$ cat src/rtl/pc_next_datapath_pkg.sv
`default_nettype none
// ============================================================================
// Module      : pc_next_datapath_pkg
// Description : Shared definitions for the fetch-stage next-PC datapath.
// Revision    : 1.0 - initial release
// ============================================================================
package pc_next_datapath_pkg;

    typedef logic [31:0] word_t;

    localparam word_t C_RESET_PC_DEFAULT = 32'h0000_0000;

endpackage : pc_next_datapath_pkg
`default_nettype wire

$ cat src/rtl/adder32.sv
`default_nettype none
// ============================================================================
// Module      : adder32
// Description : 32-bit combinational adder, result modulo 2^32 (no carry out).
// Revision    : 1.0 - initial release
// ============================================================================
module adder32
    import pc_next_datapath_pkg::*;
(
    input  word_t A,
    input  word_t B,
    output word_t OUT
);

    assign OUT = A + B;

endmodule : adder32
`default_nettype wire

$ cat src/rtl/mux2_1.sv
`default_nettype none
// ============================================================================
// Module      : mux2_1
// Description : Parameterised 2:1 multiplexer, SEL=0 picks A, SEL=1 picks B.
// Revision    : 1.0 - initial release
// ============================================================================
module mux2_1 #(
    parameter int WIDTH = 32
) (
    input  logic             SEL,
    input  logic [WIDTH-1:0] A,
    input  logic [WIDTH-1:0] B,
    output logic [WIDTH-1:0] OUT
);

    assign OUT = SEL ? B : A;

endmodule : mux2_1
`default_nettype wire

$ cat src/rtl/pc_next_datapath.sv
`default_nettype none
// ============================================================================
// Module      : pc_next_datapath
// Description : Fetch PC register plus PC+4 adder and next-PC selection chain.
// Revision    : 1.0 - initial release
// ============================================================================
module pc_next_datapath
    import pc_next_datapath_pkg::*;
#(
    parameter word_t RESET_PC = C_RESET_PC_DEFAULT
) (
    input  logic        CLK,
    input  logic        RST,
    input  logic        PC_En,
    input  logic        Predict_Taken_F,
    input  logic [31:0] PC_Prediction,
    input  logic        Predict_Taken_E,
    input  logic        Branch_Taken_E,
    input  logic [31:0] PC_Target_E,
    input  logic [31:0] PC_Plus_4_E,
    output logic [31:0] PC_F,
    output logic [31:0] PC_Plus_4_F
);

    localparam word_t C_PC_STEP = 32'd4;

    word_t r_pc;
    word_t w_pc_plus_4;
    word_t w_pc_predict;
    word_t w_pc_next;
    word_t w_pc_in;
    logic  w_recover;

    adder32 u_pc_adder (
        .A   (r_pc),
        .B   (C_PC_STEP),
        .OUT (w_pc_plus_4)
    );

    // Later stages in the chain override earlier ones, so the execute-stage
    // recovery mux is last and therefore has the highest priority.
    mux2_1 #(.WIDTH(32)) m_pred (
        .SEL (Predict_Taken_F),
        .A   (w_pc_plus_4),
        .B   (PC_Prediction),
        .OUT (w_pc_predict)
    );

    mux2_1 #(.WIDTH(32)) m_branch (
        .SEL (Branch_Taken_E),
        .A   (w_pc_predict),
        .B   (PC_Target_E),
        .OUT (w_pc_next)
    );

    assign w_recover = Predict_Taken_E & ~Branch_Taken_E;

    mux2_1 #(.WIDTH(32)) m_recover (
        .SEL (w_recover),
        .A   (w_pc_next),
        .B   (PC_Plus_4_E),
        .OUT (w_pc_in)
    );

    always_ff @(posedge CLK) begin
        if (RST) begin
            r_pc <= RESET_PC;
        end else if (PC_En) begin
            r_pc <= w_pc_in;
        end
    end

    assign PC_F        = r_pc;
    assign PC_Plus_4_F = w_pc_plus_4;

endmodule : pc_next_datapath
`default_nettype wire

$ cat config.mk
export PLATFORM = sky130hd
export DESIGN_NAME = pc_next_datapath
export DESIGN_NICKNAME = d
export VERILOG_FILES = /design/src/rtl/pc_next_datapath_pkg.sv /design/src/rtl/adder32.sv /design/src/rtl/mux2_1.sv /design/src/rtl/pc_next_datapath.sv
export SDC_FILE = /design/constraint.sdc
export NUM_CORES = 1
export LEC_CHECK = 0
export CORE_ASPECT_RATIO = 1.25
export CORE_MARGIN = 2
export CORE_UTILIZATION = 40
export DETAILED_ROUTE_END_ITERATION = 16
export PLACE_DENSITY = 0.83
export SETUP_SLACK_MARGIN = 0.5
export SYNTH_ARGS = -nofsm -noshare
export SYNTH_HDL_FRONTEND = slang
export SYNTH_SLANG_ARGS = --single-unit
$ cat constraint.sdc
create_clock -name CLK -period 2.45 [get_ports CLK]
set_input_delay 0.49 -clock CLK [delete_from_list [all_inputs] [get_ports CLK]]
set_output_delay 0.49 -clock CLK [all_outputs]
set_load 0.005 [all_outputs]
==> results.ini, run 1 <==
[cts]
insertion_delay_ns=0.29
htreeDepth=2
cts_hold_buf=0
clk_pin_slew_worst_paths_ns=0.07
cts.sinks=32
cts_buffers=5
cts-root-buf=clkbuf_8
cts_tree=built
clock_path_buffers=2

[pwr]
swShare_pct=35.00
finalPower_mw=1.899
powerDensity_nw_per_um2=292.3
leakage_nw=2.804
p_seq_share_pct=32.4
p_comb_share_pct=45.9
power.internal_mw=1.234
clkPwrFrac_pct=21.8
switchingPower_uw=664.7
vdd.ir_drop.worst_uv=223.2

[global_route]
use_met3_pct=5.197
grtUsageMet1_pct=40.71
grt_pass1_wl_mm=23.28
grtUsageMet2_pct=69.10
grt.busiest_layer=met2
grt_remaining_overflow=0
grt_max_degree=48
antenna_found_initial=0
gr-usage-all-layers_pct=36.99
grt_pass1_vias=4650

[sta]
setup_tns_ns=-0.1452
tightest_slew_ns=0.4499
finalCritPeriodShare_pct=101.9
rsz0062_at_grt=yes
final-setup-viol-count=5
fin_skew_ns=0.008663
relSlewSlack_pct=70.01
period_minus_slack_ns=2.496
setup_ws_ns=-0.04592
fmaxAchievable_mhz=400.7
maxSlewViolCount=0
final_hold_viol_count=0

[cells_and_area]
design_area_um2=6496
fillCellCount=399
layout.area.seq_um2=688.2
multi_input_area_um2=2715
syn_to_final_growth_pct=115.5
n_antenna_cell=0
largest_reg_flops=32
layout.nets=815
drive_above_1_share_pct=41.15

[flow_run]
drv_cap=0

[routing]
totalWireLength_mm=18.59
drt_iter0_markers=502
avgRoutedWirePerCell_um=23.12
drtAntennaViolNets=0
viasPerCell=6.397
vias=5143
post-route-drc-count=0
firstDrtPassIters=5

[worst_setup_path]
r2r_setup_slack_ns=0.26
start_kind=flip-flop
cp.required_ns=1.96
critical_path.max_fanout=6
end_kind=output pin
crit_type=flip-flop to output pin
arrival_ns=2.01

[placement]
portBuffers=165
place_area_um2=5251
pre_cts_ws_ns=-0.1531
gp_congestion=0.9315
dp_hpwl_mm=10.78

[synth]
synthSimpleGateAreaFrac_pct=30.55
synth_top_cell_by_area=dfxtp_1
synth_edf_count=0
muxShareOfSynthArea_pct=4.566
syn_inst=420
netlist_area_um2=3014
synth_compound_area_share_pct=29.31
synth_top_area_share_pct=21.25
synthAdderAreaFrac_pct=0.4151
synth_seq_area_share_pct=21.25
synth_top_family_by_area=simple AND/OR/NAND/NOR gates
ys.warnings.count=0
ys.flop_type=dfxtp_1
ys_ff_latch=32
ys_top_cells_by_area=dfxtp_1 (21%), o21ai_0 (6.1%), xnor2_1 (5.8%)
avgSynthCellArea_um2=7.177
synthDistinctLibCells=57
synth_nets=523
synthXorXnorAreaFrac_pct=7.846
synth_async_sr_flop_share_pct=0

[hold_path]
hold_class=flip-flop to flip-flop

[run_status]
violations=setup timing
status=finished, violations left

[die]
die_w_um=81.64
rows=35
die_h_um=101.1
pin_count=166
initial_core_util_pct=40.97
die_area_um2=8250
core-area_um2=7357

[placed cells by master (no fill, tap or decap), types with 5 or more instances in the layout]
master and count:
a211oi_1 9, a21oi_1 25, a221oi_1 6, a22oi_1 11
a31oi_1 7, buf_2 26, buf_4 114, buf_6 42
clkbuf_8 5, clkdlybuf4s50_1 130, dfxtp_1 12, dfxtp_2 11
dfxtp_4 9, inv_1 6, mux2i_1 10, nand2_1 36
nand2b_1 5, nand3_1 6, nand3_4 7, nand4_1 8
nor2_1 24, nor3_1 10, nor3_4 5, o211ai_1 8
o21a_1 5, o21ai_0 36, o221ai_1 6, o22ai_1 8
xnor2_2 13
[metal layers]
layer / vias up / part of all wire, %
li1: 2170 / -
met5: - / 0
met3: 161 / 10
met1: 2362 / 33
met2: 450 / 49
met4: 0 / 8.4
[logic make-up after synthesis]
family | count (synthesis)
compound gates | 137
xor+xnor | 27
fa+ha+maj | 1
buf+inv | 45
flops | 32
mux | 13
simple gates | 165
[cell type report]
cell class	instances	area share (%)
well taps	92	1.772
clock inverters	1	0.07704
repair buffers	322	44.07
multi-input cells	343	41.80
inverters	8	0.5778
flip-flops and latches	32	10.59
clock buffers	6	1.117
[power groups by stage]
stage,clock network [mW],registers (mW),logic [mW]
finish,0.413,0.615,0.871
global route,0.435,0.619,0.913
CTS,0.396,0.608,0.786
detailed placement,0,0.619,0.759
global placement,0,0.616,0.754
floorplan,0,0.632,0.260
[through the flow]
step	hold slack, ns	util (%)	cells
3_5_place_dp	0.4979	71.38	713
6_report	0.5084	88.30	804
2_1_floorplan	0.4836	-	420
4_1_cts	0.5113	82.72	773
5_1_grt	0.5249	88.30	804
3_3_place_gp	0.4883	71.38	713
[critical path: stages (launching register included)]
cell and delay [ns]:
dfxtp_4 0.37, nand4_4 0.18, buf_6 0.17, buf_6 0.10, buf_6 0.11, nor2_4 0.10, nand4_1 0.12, or2_4 0.29
xnor2_2 0.13, buf_2 0.14
[final timing paths]
kind                                   endpoint     start  depth (start not counted)
worst max-delay path            PC_Plus_4_F[30]   PC_F[8]                          9
worst min-delay path                    PC_F[1]   PC_F[1]                          2
worst max register to register         PC_F[21]  PC_F[10]                          9
worst min register to register          PC_F[1]   PC_F[1]                          2
[repair_timing]
action                                  4_1_cts  5_1_grt
pin swaps                                    51       43
gates resized for setup                     221       43
endpoints found under the setup margin       34       39
buffers inserted                             53       31
[synth_stat cells (9+ instances only)]
cell type and n:
nor2_1 31, a21oi_1 26, xnor2_1 20, mux2i_1 10, nand2_1 40, nor3_1 14
o21ai_0 37, dfxtp_1 32, clkbuf_1 26, a22oi_1 11, a211oi_1 9, nand3_1 17
Note: power is estimated with default switching activity, not from simulation.
==> inputs of run 2 (changes only) <==
--- a/config.mk
+++ b/config.mk
@@ -5,6 +5,7 @@
 export SDC_FILE = /design/constraint.sdc
 export NUM_CORES = 1
 export LEC_CHECK = 0
+export CAP_MARGIN = 25
 export CORE_ASPECT_RATIO = 1.25
 export CORE_MARGIN = 2
 export CORE_UTILIZATION = 40
==> results of run 2 <==
No change in the layout: final DEF, timing and power equal those of run 1.
==> inputs of run 3 (changes only) <==
--- a/config.mk
+++ b/config.mk
@@ -6,7 +6,6 @@
 export NUM_CORES = 1
 export LEC_CHECK = 0
 export CAP_MARGIN = 25
-export CORE_ASPECT_RATIO = 1.25
 export CORE_MARGIN = 2
 export CORE_UTILIZATION = 40
 export DETAILED_ROUTE_END_ITERATION = 16
==> run 3 against run 2 <==
- the run still ends with setup timing left
- setup slack lost 0.22 ns
- via count grew 6.3%
- clock skew grew 0.016 ns
- largest power group unchanged
==> results.ini, run 3 (synthesis gave the netlist of run 1 again) <==
[cells_and_area]
layout_commonest_cell=clkdlybuf4s50_1
layout.area.seq_um2=691.9
layout.nets=821
n_antenna_cell=0
utilization_pct=91.68
fillCellCount=281
final_cell_mix=clkdlybuf4s50_1 (131), buf_4 (119), nand2_1 (36), o21ai_0 (36), buf_6 (35)
multi_input_area_um2=2726
syn_to_final_growth_pct=121.8
largest_reg_flops=32
drive_above_1_share_pct=41.72

[routing]
drt_iter0_markers=804
viasPerCell=6.685
vias=5468
post-route-drc-count=0
avgRoutedWirePerCell_um=25.83
totalWireLength_mm=21.13
drtAntennaViolNets=0
firstDrtPassIters=7

[cts]
clock_path_buffers=2
cts.sinks=32
clk_pin_slew_worst_paths_ns=0.10
htreeDepth=2
insertion_delay_ns=0.32
cts_buffers=5
cts-root-buf=clkbuf_8
cts_tree=built

[pwr]
vdd.ir_drop.worst_uv=288.2
leakage_nw=2.970
powerDensity_nw_per_um2=317.5

[global_route]
grt_max_degree=32
gr-usage-all-layers_pct=37.02
grt_pass1_vias=4735
grt_remaining_overflow=0
grt_pass1_wl_mm=24.56
antenna_found_initial=0

[sta]
tightest_slew_ns=0.6490
final-setup-viol-count=10
maxSlewViolCount=0
fin_skew_ns=0.02424
rsz0062_at_grt=yes
period_minus_slack_ns=2.716
setup_tns_ns=-1.018
setup_ws_ns=-0.2661
finalCritPeriodShare_pct=110.9
final_hold_viol_count=0
relSlewSlack_pct=56.69
fmaxAchievable_mhz=368.2

[run_status]
violations=setup timing
status=finished, violations left

[worst_setup_path]
crit_type=flip-flop to output pin
r2r-end=PC_F[30]
r2r_start=PC_F[3]
start_kind=flip-flop
r2r_setup_slack_ns=0.13
cp.required_ns=1.96
critical_path.max_fanout=4
arrival_ns=2.23
r2r_cells=10
end_kind=output pin

[die]
rows=31
die_area_um2=8246
initial_core_util_pct=41.33
die_w_um=90.81
die_h_um=90.81
pin_count=166
core-area_um2=7292

[hold_path]
hp-start=PC_F[23]
worstHoldPathCells=2
hold_end=PC_F[23]
hold_class=flip-flop to flip-flop

[placement]
gp_congestion=0.9488
dp_hpwl_mm=10.80
portBuffers=165

[flow_run]
drv_cap=0

run 3: cell count changes in the layout (fill, tap and decap cells not counted), moves of 3 or more:
cell / previous run / this run
buf_12: 2 / 10
dlygate4sd2_1: 4 / 0
dlymetal6s2s_1: 1 / 5
buf_6: 42 / 35
buf_4: 114 / 119
xnor2_2: 13 / 16
run 3: final cells by class:
| class | count | share of cell area (%) |
|---|---|---|
| repair buffers | 328 | 44.90 |
| multi-input cells | 343 | 40.78 |
| flip-flops and latches | 32 | 10.35 |
| well taps | 99 | 1.853 |
| clock buffers | 5 | 1.029 |
| clock inverters | 3 | 0.6363 |
| inverters | 8 | 0.4492 |
run 3: routing by layer:
metal | part of all wire, % | GRT usage (%)
met4 | 8.7 | 16.04
met3 | 13 | 6.594
met1 | 33 | 44.00
met2 | 46 | 65.11
met5 | 0 | 0
run 3: how the worst max path moves through the flow:
stage,from,endpoint,slack [ns],depth (start not counted)
2_1_floorplan,PC_F[2],PC_Plus_4_F[30],0.50,6
3_3_place_gp,PC_F[2],PC_Plus_4_F[20],-0.18,7
3_5_place_dp,PC_F[2],PC_Plus_4_F[20],-0.18,7
4_1_cts,PC_F[3],PC_Plus_4_F[24],0.03,6
5_1_grt,PC_F[3],PC_Plus_4_F[18],-0.29,7
6_report,PC_F[3],PC_Plus_4_F[18],-0.27,7
run 3: stage by stage:
| stage | cell area [um2] | hold slack [ns] | power (mW) | worst slack, ns | instances |
|---|---|---|---|---|---|
| detailed placement | 5293 | 0.5118 | 1.386 | -0.1836 | 721 |
| finish | 6685 | 0.5282 | 2.122 | -0.2661 | 818 |
| global placement | 5293 | 0.4829 | 1.373 | -0.1826 | 721 |
| global route | 6685 | 0.5425 | 2.162 | -0.2892 | 818 |
| CTS | 6163 | 0.5109 | 1.952 | 0.03080 | 787 |
| floorplan | 3082 | 0.4836 | 0.8923 | 0.4987 | 420 |
run 3: critical path, stage by stage, from the launching register on:
cell	delay, ns
dfxtp_4	0.41
ha_4	0.17
buf_4	0.11
nand4_1	0.33
nor4_4	0.30
buf_4	0.18
xor2_1	0.22
buf_2	0.18
run 3: where the power goes:
group          internal [mW]  leakage, nW  switching [mW]
clock                  0.302       0.0541           0.271
combinational          0.497         2.64           0.433
sequential             0.561        0.275          0.0583
total                   1.36         2.97           0.762
run 3: timing repair:
item                                    CTS  global route
endpoints found under the setup margin   36            46
pin swaps                                51            43
buffers inserted                         58            31
resized for setup                       195            61
hold buffers                              0             0
